==> src/rtl/sample_expand.sv <==
// Expands narrow ADC/truncated samples into the wide two's-complement datapath
// format and buffers them in a small valid/ready FIFO.
module sample_expand #(
    parameter int IN_W       = 8,
    parameter int OUT_W      = 22,
    parameter int SHIFT      = 10,
    parameter int OFFSET_BIN = 0,
    parameter int MID_FILL   = 0,
    parameter int DEPTH      = 4,
    localparam int AW        = $clog2(DEPTH),
    localparam int LW        = AW + 1
) (
    input  logic             clk,
    input  logic             reset,
    input  logic [IN_W-1:0]  in_data,
    input  logic             in_valid,
    output logic             in_ready,
    output logic [OUT_W-1:0] out_data,
    output logic             out_valid,
    input  logic             out_ready,
    output logic [LW-1:0]    level
);

    localparam logic [OUT_W-1:0] MID_MASK =
        (MID_FILL != 0 && SHIFT > 0) ? (OUT_W'(1) << (SHIFT - 1)) : '0;

    logic [IN_W-1:0]  s;
    logic [OUT_W-1:0] conv;

    logic [OUT_W-1:0] mem_q [DEPTH];
    logic [AW-1:0]    wr_ptr_q, wr_ptr_d;
    logic [AW-1:0]    rd_ptr_q, rd_ptr_d;
    logic [LW-1:0]    level_q, level_d;
    logic             push, pop;

    always_comb begin
        s = in_data;
        if (OFFSET_BIN != 0) begin
            s[IN_W-1] = ~in_data[IN_W-1];
        end
        conv = (OUT_W'($signed(s)) << SHIFT) | MID_MASK;
    end

    // in_ready looks only at stored occupancy, so a pop never frees a slot
    // in the same cycle; a full FIFO refuses the push and the source retries.
    assign in_ready  = (level_q != LW'(DEPTH));
    assign out_valid = (level_q != '0);
    assign out_data  = mem_q[rd_ptr_q];
    assign level     = level_q;

    assign push = in_valid && in_ready;
    assign pop  = out_valid && out_ready;

    always_comb begin
        wr_ptr_d = push ? wr_ptr_q + AW'(1) : wr_ptr_q;
        rd_ptr_d = pop  ? rd_ptr_q + AW'(1) : rd_ptr_q;
        level_d  = level_q;
        case ({push, pop})
            2'b10:   level_d = level_q + LW'(1);
            2'b01:   level_d = level_q - LW'(1);
            default: level_d = level_q;
        endcase
    end

    always_ff @(posedge clk or posedge reset) begin
        if (reset) begin
            wr_ptr_q <= '0;
            rd_ptr_q <= '0;
            level_q  <= '0;
        end else begin
            wr_ptr_q <= wr_ptr_d;
            rd_ptr_q <= rd_ptr_d;
            level_q  <= level_d;
        end
    end

    // Storage is intentionally not reset; contents are meaningless while empty.
    always_ff @(posedge clk) begin
        if (push) begin
            mem_q[wr_ptr_q] <= conv;
        end
    end

endmodule

==> config.mk <==
export PLATFORM = sky130hd
export DESIGN_NAME = sample_expand
export DESIGN_NICKNAME = d
export VERILOG_FILES = /design/src/rtl/sample_expand.sv
export SDC_FILE = /design/constraint.sdc
export NUM_CORES = 1
export LEC_CHECK = 0
export BUFFER_PORTS_ARGS = -buffer_cell sky130_fd_sc_hd__buf_2
export CORE_UTILIZATION = 52
export CTS_CLUSTER_SIZE = 20
export DETAILED_ROUTE_END_ITERATION = 7
export PLACE_DENSITY = 0.74
export RECOVER_POWER = 100
export SLEW_MARGIN = 20
export SYNTH_ARGS = -nofsm -noshare
export SYNTH_HDL_FRONTEND = slang
export SYNTH_SLANG_ARGS = --single-unit
export TNS_END_PERCENT = 20
==> constraint.sdc <==
create_clock -name clk -period 2.26 [get_ports clk]
set_input_delay 0.452 -clock clk [delete_from_list [all_inputs] [get_ports clk]]
set_output_delay 0.452 -clock clk [all_outputs]
set_load 0.05 [all_outputs]
# == Word-level counts from Yosys, hierarchy flattened ==
# Memory sizes are Yosys's and may differ from the RTL's.
# Index checks and enable logic that the tools add are counted.
# word_totals
register_bits,7
ram_bits,48
in_bits,12
output_inout_bits,27
wordCells,18
n_memories,1
# op_classes
addsub,4
n_eq_ne,3
mux,3
n_reduce_logical,4
# memory_table
name,depth,word_bits,read_ports,rd_clocked_by_memory_dff,wr,line,source
mem_q,4,12,1,0,1,30,logic [OUT_W-1:0] mem_q [DEPTH];
# ops
op,count
case mux 3 bit (2 select lines),1
adder 2 x 1 -> 2 bit (second input constant),2
adder 3 x 1 -> 3 bit (second input constant),1
inequality test 3 bit (second input constant),1
nonzero test 3 bit,1
subtractor 3 x 1 -> 3 bit (second input constant),1
equality test 2 x 1 -> 1 bit (second input constant),1
equality test 2 bit (second input constant),1
logical AND 1 bit,2
two-way mux 1 bit,2
nonzero test 2 bit,1

# == Depth between registers and ports, before layout ==
# Gate-level depths: netlist of run 1.
# depth
depth_word,4
depth_mapped,9
mapped_depth_nobuf,9

# == Least setup slack after synthesis of run 1 ==
# No wires, ideal clock.
# synth_timing
path_type,register to register
startpoint,"register level_q[2], in the netlist level[2]"
endpoint,"register level_q[2], in the netlist level[2]"
setup_ps,82
t_arrival_ps,2421
t_required_ps,2178
setup_slack_ps,-243
path_stages_with_launch,10
path_buffers,0
period_less_slack_ps,2503
path_cell_list,dfrtp_1 -> or3b_4 -> and2_4 -> inv_1 -> ha_1 -> inv_1 -> fa_1 -> xor2_1 -> nor2_1 -> xor2_1
# synth_via
elab_chain_cells,4
word_cells_on_any_way,10
classes_between,add/sub (2); eq/ne (3); mux (1); reduce/logical (4)
# synth_lines
element,line,source
"start, declared",33,"logic [LW-1:0] level_q, level_d;"
"start signal, assigned",73,level_q <= level_d;
inequality test 3 bit (*),46,assign in_ready = (level_q != LW'(DEPTH));
net in_ready,17,"output logic in_ready,"
logical AND 1 bit (*),51,assign push = in_valid && in_ready;
equality test 2 x 1 -> 1 bit / equality test 2 bit (equally long branches),58,"case ({push, pop})"
case mux 3 bit (2 select lines) / nonzero test 2 bit (equally long branches),-,
# Mark *: on every way through the listed nets, which the timed path passes. The rest lies on a longest branch.
# A chain may end at the register's enable or synchronous reset.

# == Worst setup path after layout of run 1 ==
# layout_timing
startpoint,"register level_q[0], in the netlist level[0]"
endpoint,"register level_q[2], in the netlist level[2]"
# layout_via
elab_chain_cells,4
word_cells_on_any_way,10
classes_between,add/sub (2); eq/ne (3); mux (1); reduce/logical (4)
# layout_lines
element,line
inequality test 3 bit / nonzero test 3 bit (equally long branches),"46, 47"
logical AND 1 bit (on tied branches),"51, 52"
equality test 2 x 1 -> 1 bit / equality test 2 bit (equally long branches),58
case mux 3 bit (2 select lines) / nonzero test 2 bit (equally long branches),-
# Several ways; a longest one is shown, not always the timed one.

==> impl_metrics.json, run 1 <==
{
  "cts-root-buf": "clkbuf_4",
  "yosysSeqAreaShare_pct": 67.01,
  "clock.fmax_mhz": 459.0,
  "grt_max_degree": 14,
  "crit_buf_inv": 2,
  "std_cell_rows": 20,
  "finalClockSkew_ps": 8.979,
  "grt_pass1_wl_mm": 4.105,
  "cpMaxStageDelayCell": "dfrtp_1",
  "cts_made_buffers": 5,
  "gr-usage-all-layers_pct": 17.62,
  "antenna_cells": 0,
  "synth_area_um2": 1695,
  "synth_warnings": 0,
  "relSlewSlack_pct": 59.92,
  "slew_viol_final": 0,
  "clock_path_buffers": 2,
  "placed_area_um2": 1844,
  "h-tree-depth": 2,
  "clk_pin_slew_ps": 110,
  "worstHoldPathType": "in -> async",
  "cp-start-kind": "flop",
  "die_area_um2": 3493,
  "worstPathRequired_ps": 2530,
  "stdcell_area_um2": 1904,
  "outcome": "completed",
  "syn_inst": 95,
  "routedWlPerCell_um": 15.11,
  "via_per_inst": 4.888,
  "place_ws_ps": 179.7,
  "timing.final.ws_setup_ps": 81.14,
  "clock_latency_ps": 340,
  "core_um2": 3078,
  "hold_viol": 0,
  "place_congestion": 0.6729,
  "min_period_ps": 2179,
  "critPathCaptureType": "flop",
  "die_x_um": 59.10,
  "hpwl_mm": 1.889,
  "critPathArrivalTime_ps": 2450,
  "wl_mm": 2.568,
  "area_growth_pct": 12.32,
  "hold_buffers": 0,
  "cp_cell_sequence": "or3b_1 -> and2_4 -> inv_2 -> ha_4 -> inv_2 -> fa_2 -> xor2_1 -> nor2_1 -> xor2_1",
  "setup_violations": 0,
  "postRouteAntennaNets": 0,
  "rsz0062_at_grt": "false",
  "r2r_start": "level[0]",
  "cp-startpoint": "level[0]",
  "drive_gt1_share_pct": 36.51,
  "dieHeight_um": 59.10,
  "grt_pass1_vias": 869,
  "portBuffers": 28,
  "cp_top_family": "simple AND/OR/NAND/NOR gates",
  "tightest_slew_ps": 603.8,
  "nets": 143,
  "cts_sinks": 39,
  "cp_max_fo": 6,
  "vias": 831,
  "overflow": 0,
  "initialDrtViolationCount": 13,
  "start_util_pct": 55.08,
  "antenna_found_initial": 0,
  "drtPass1Iterations": 4,
  "path_class": "reg -> reg",
  "cts_tree": "done",
  "fin_setup_tns_ps": 0,
  "maxCapViolCount": 0,
  "fin_crit_sh_pct": 96.41,
  "synth-seq-cells": 39,
  "yosys.cell_types.count": 21,
  "hold_slack_ps": 16.68,
  "crit_path_max_incr_delay_ps": 460,
  "drc_errors": 0,
  "avgSynthCellArea_um2": 17.85,
  "ioPinCount": 39
}
[Yosys cell counts]
master,number,share of area [%]
fa_1,1,1.2
or3b_4,1,0.66
buf_4,14,6.2
buf_2,1,0.29
nor2_1,1,0.22
conb_1,1,0.22
or3_2,1,0.44
mux2i_1,1,0.59
inv_1,7,1.6
xnor2_1,3,1.6
buf_1,1,0.22
xor2_1,3,1.6
nand2_1,1,0.22
and3_2,4,1.8
ha_1,5,3.7
edfxtp_1,32,57
dfrtp_1,7,10
o31a_2,1,0.59
mux4_2,8,11
mux2_4,1,0.89
and2_4,1,0.52
[cells in the final DEF (no fill, tap or decap), types with 2 or more instances in the layout]
master | netlist | routed
clkbuf_2 | 0 | 12
clkbuf_1 | 0 | 11
and3_1 | 0 | 4
ha_1 | 5 | 4
xor2_1 | 3 | 3
dfrtp_2 | 0 | 3
buf_4 | 14 | 2
clkbuf_4 | 0 | 5
dfrtp_1 | 7 | 4
inv_2 | 0 | 2
inv_1 | 7 | 5
conb_1 | 1 | 10
xnor2_1 | 3 | 3
buf_2 | 1 | 5
mux4_2 | 8 | 8
edfxtp_1 | 32 | 32
[layout make-up]
cell class,instances,area [um2]
Clock buffer,5,37.54
Inverter,7,26.28
Fill cell,256,1174
Sequential cell,39,1140
Tap cell,44,55.05
Clock inverter,3,43.79
Multi-Input combinational cell,42,460.4
Timing Repair Buffer,30,141.4
[worst reg2reg max path, cell delays in order (launching register included)]
cell     delay (ps)
dfrtp_1         460
or3b_1          460
and2_4          190
inv_2            60
ha_4            130
inv_2            40
fa_2            340
xor2_1          150
nor2_1          130
xor2_1          150
[routing by layer]
layer	track usage [%]	wire [um]
met1	19.03	1027
met2	31.66	1407
met3	5.240	84
met4	8.163	48
met5	0	0
[metrics by stage]
stage	util, %	std cells
4_1_cts	62.60	170
3_5_place_dp	59.92	162
2_1_floorplan	-	104
5_1_grt	61.87	170
3_3_place_gp	59.92	162
6_report	61.87	170
[flip-flops by register name, summed over array words and instances (netlist names)]
register	flops
wr_ptr_q	2
rd_ptr_q	2
mem_q	32
level	3
[cell families after synthesis]
| kind of cell | after synthesis | share of synthesized area (%) |
|---|---|---|
| XOR/XNOR | 6 | 3.100 |
| buffers and inverters | 23 | 8.265 |
| multiplexers | 10 | 12.10 |
| AO/OA/AOI/OAI | 1 | 0.5904 |
| adder cells (fa/ha/maj) | 6 | 4.871 |
| AND/OR/NAND/NOR | 9 | 3.837 |
| other | 1 | 0.2212 |
| flip-flops | 39 | 67.01 |
[what timing repair did]
item	4_1_cts	5_1_grt
endpoints found under the setup margin	4	0
endpoints found under the hold margin	0	0
buffers inserted	0	0
gates resized for setup	1	0
[path summary, 6_finish.rpt]
path,endpoint,slack [ps],cells after the start
setup reg to reg,level[2],80,9
setup / recovery,level[2],80,9
hold / removal,rd_ptr_q[1],20,2
max in group asynchronous,level[1],2020,2
hold reg to reg,level[2],520,1
min in group clk,mem_q[0][3],360,1
Power of run 1 is not shown: default switching activity piles up to over one toggle a cycle in this logic, so the estimate is an artifact.
==> inputs of run 2 (changes only) <==
--- a/config.mk
+++ b/config.mk
@@ -9,7 +9,7 @@
 export CORE_UTILIZATION = 52
 export CTS_CLUSTER_SIZE = 20
 export DETAILED_ROUTE_END_ITERATION = 7
-export PLACE_DENSITY = 0.74
+export PLACE_DENSITY = 0.87
 export RECOVER_POWER = 100
 export SLEW_MARGIN = 20
 export SYNTH_ARGS = -nofsm -noshare
==> run 2 against run 1 <==
Against the previous run: register-to-register slack improved by 20 ps; via count shrank 1.1%; critical endpoint unchanged; global-route usage decreased by 0.10 points; count of clock-buffer cells in the layout is 1 higher.
==> impl_metrics.json, run 2 (same netlist as run 1, synthesis figures left out) <==
{
  "via_per_inst": 4.864,
  "overflow": 0,
  "seq_area_um2": 1139,
  "hold_buffers": 0,
  "initialDrtViolationCount": 21,
  "relSlewSlack_pct": 60.33,
  "wl_mm": 2.540,
  "cts_sinks": 39,
  "drive_gt1_share_pct": 33.60,
  "nets": 142,
  "hpwl_mm": 1.840,
  "cp-startpoint": "level[0]",
  "clock_path_buffers": 2,
  "std_cell_rows": 20,
  "mostFrequentLayoutCells": "edfxtp_1 (32), clkbuf_1 (12), conb_1 (10)",
  "clock.fmax_mhz": 462.7,
  "routedWlPerCell_um": 15.03,
  "rsz0062_at_grt": "false",
  "dieHeight_um": 59.10,
  "post_cts_buffers": 0,
  "antenna_found_initial": 0,
  "multi_input_area_um2": 462.9,
  "maxCapViolCount": 0,
  "slew_viol_final": 0,
  "vias": 822,
  "final_common_cell": "edfxtp_1",
  "finalClockSkew_ps": 4.416,
  "outcome": "completed",
  "start_util_pct": 55.08,
  "worstHoldPathType": "in -> async",
  "fillers": 253,
  "clock_latency_ps": 340,
  "cts_resized": 0,
  "crit_end": "level[2]",
  "fin_setup_tns_ps": 0,
  "min_period_ps": 2161,
  "grt_pass1_wl_mm": 4.071,
  "timing.final.ws_setup_ps": 98.96,
  "gr-usage-all-layers_pct": 17.52,
  "postRouteAntennaNets": 0,
  "cts_made_buffers": 5,
  "post-route-util_pct": 60.61,
  "r2r-end": "level[2]",
  "die_x_um": 59.10,
  "tightest_slew_ps": 597.6,
  "grt_pass1_vias": 849,
  "place_ws_ps": 139.3,
  "portBuffers": 28,
  "r2r_slack_ps": 100,
  "die_area_um2": 3493,
  "path_class": "reg -> reg",
  "ff2ff_path_depth": 9,
  "core_um2": 3078,
  "hold_viol": 0,
  "cts-root-buf": "clkbuf_4",
  "stdcell_area_um2": 1866,
  "clk_pin_slew_ps": 100,
  "critPathCaptureType": "flop",
  "cp_max_fo": 6,
  "setup_violations": 0,
  "drc_errors": 0,
  "grt_max_degree": 12,
  "fin_crit_sh_pct": 95.62,
  "place_congestion": 0.7084,
  "ioPinCount": 39,
  "drtPass1Iterations": 4,
  "h-tree-depth": 2,
  "r2r_start": "level[0]",
  "largest_reg_flops": 32,
  "placed_area_um2": 1837,
  "regMostFlops": "mem_q",
  "cp-start-kind": "flop",
  "cts_tree": "done",
  "antenna_cells": 0,
  "critPathArrivalTime_ps": 2420,
  "area_growth_pct": 10.04,
  "worstPathRequired_ps": 2520
}
-- run 2: changes by cell type in the layout (fill, tap and decap cells not counted), sizes merged --
cell / delta
clkbuf: -3
bufinv: -1
buf: +3
-- run 2: per-layer routing --
layer | wire [um] | up-vias | global-route usage (%) | part of all wire [%]
met1 | 1008 | 403 | 20.09 | 40
met4 | 52 | 0 | 8.163 | 2.0
met5 | 0 | - | 0 | 0
li1 | - | 383 | - | -
met2 | 1338 | 31 | 28.90 | 53
met3 | 141 | 5 | 6.987 | 5.6
-- run 2: metrics by stage --
step,hold slack (ps),std cells
2_1_floorplan,255.2,104
3_3_place_gp,388.3,161
3_5_place_dp,403.7,161
4_1_cts,27.21,169
5_1_grt,35.83,169
6_report,31.62,169
-- run 2: cell type report --
| type | instances | area share [%] |
|---|---|---|
| clock inverters | 2 | 0.4024 |
| inverters | 7 | 1.408 |
| repair buffers | 29 | 7.176 |
| multi-input cells | 42 | 24.82 |
| well taps | 44 | 2.951 |
| flip-flops and latches | 39 | 61.03 |
| clock buffers | 6 | 2.213 |
-- run 2: critical path, stage by stage, from the launching register on --
cell,delay [ps]
dfrtp_1,460
or3b_4,430
and2_4,180
inv_2,60
ha_4,130
inv_2,40
fa_2,340
xor2_1,150
nor2_1,150
xor2_1,160
-- run 2: worst min-delay path by stage --
stage / from / endpoint / slack [ps] / cells past startpoint
after floorplan: reset / rd_ptr_q[0] / 260 / 1
after global placement: reset / wr_ptr_q[1] / 390 / 2
after detailed placement: reset / wr_ptr_q[1] / 400 / 2
after CTS: reset / wr_ptr_q[1] / 30 / 2
after global routing: reset / rd_ptr_q[0] / 40 / 2
final: reset / wr_ptr_q[1] / 30 / 2
Power of run 2 is left out for the same reason.
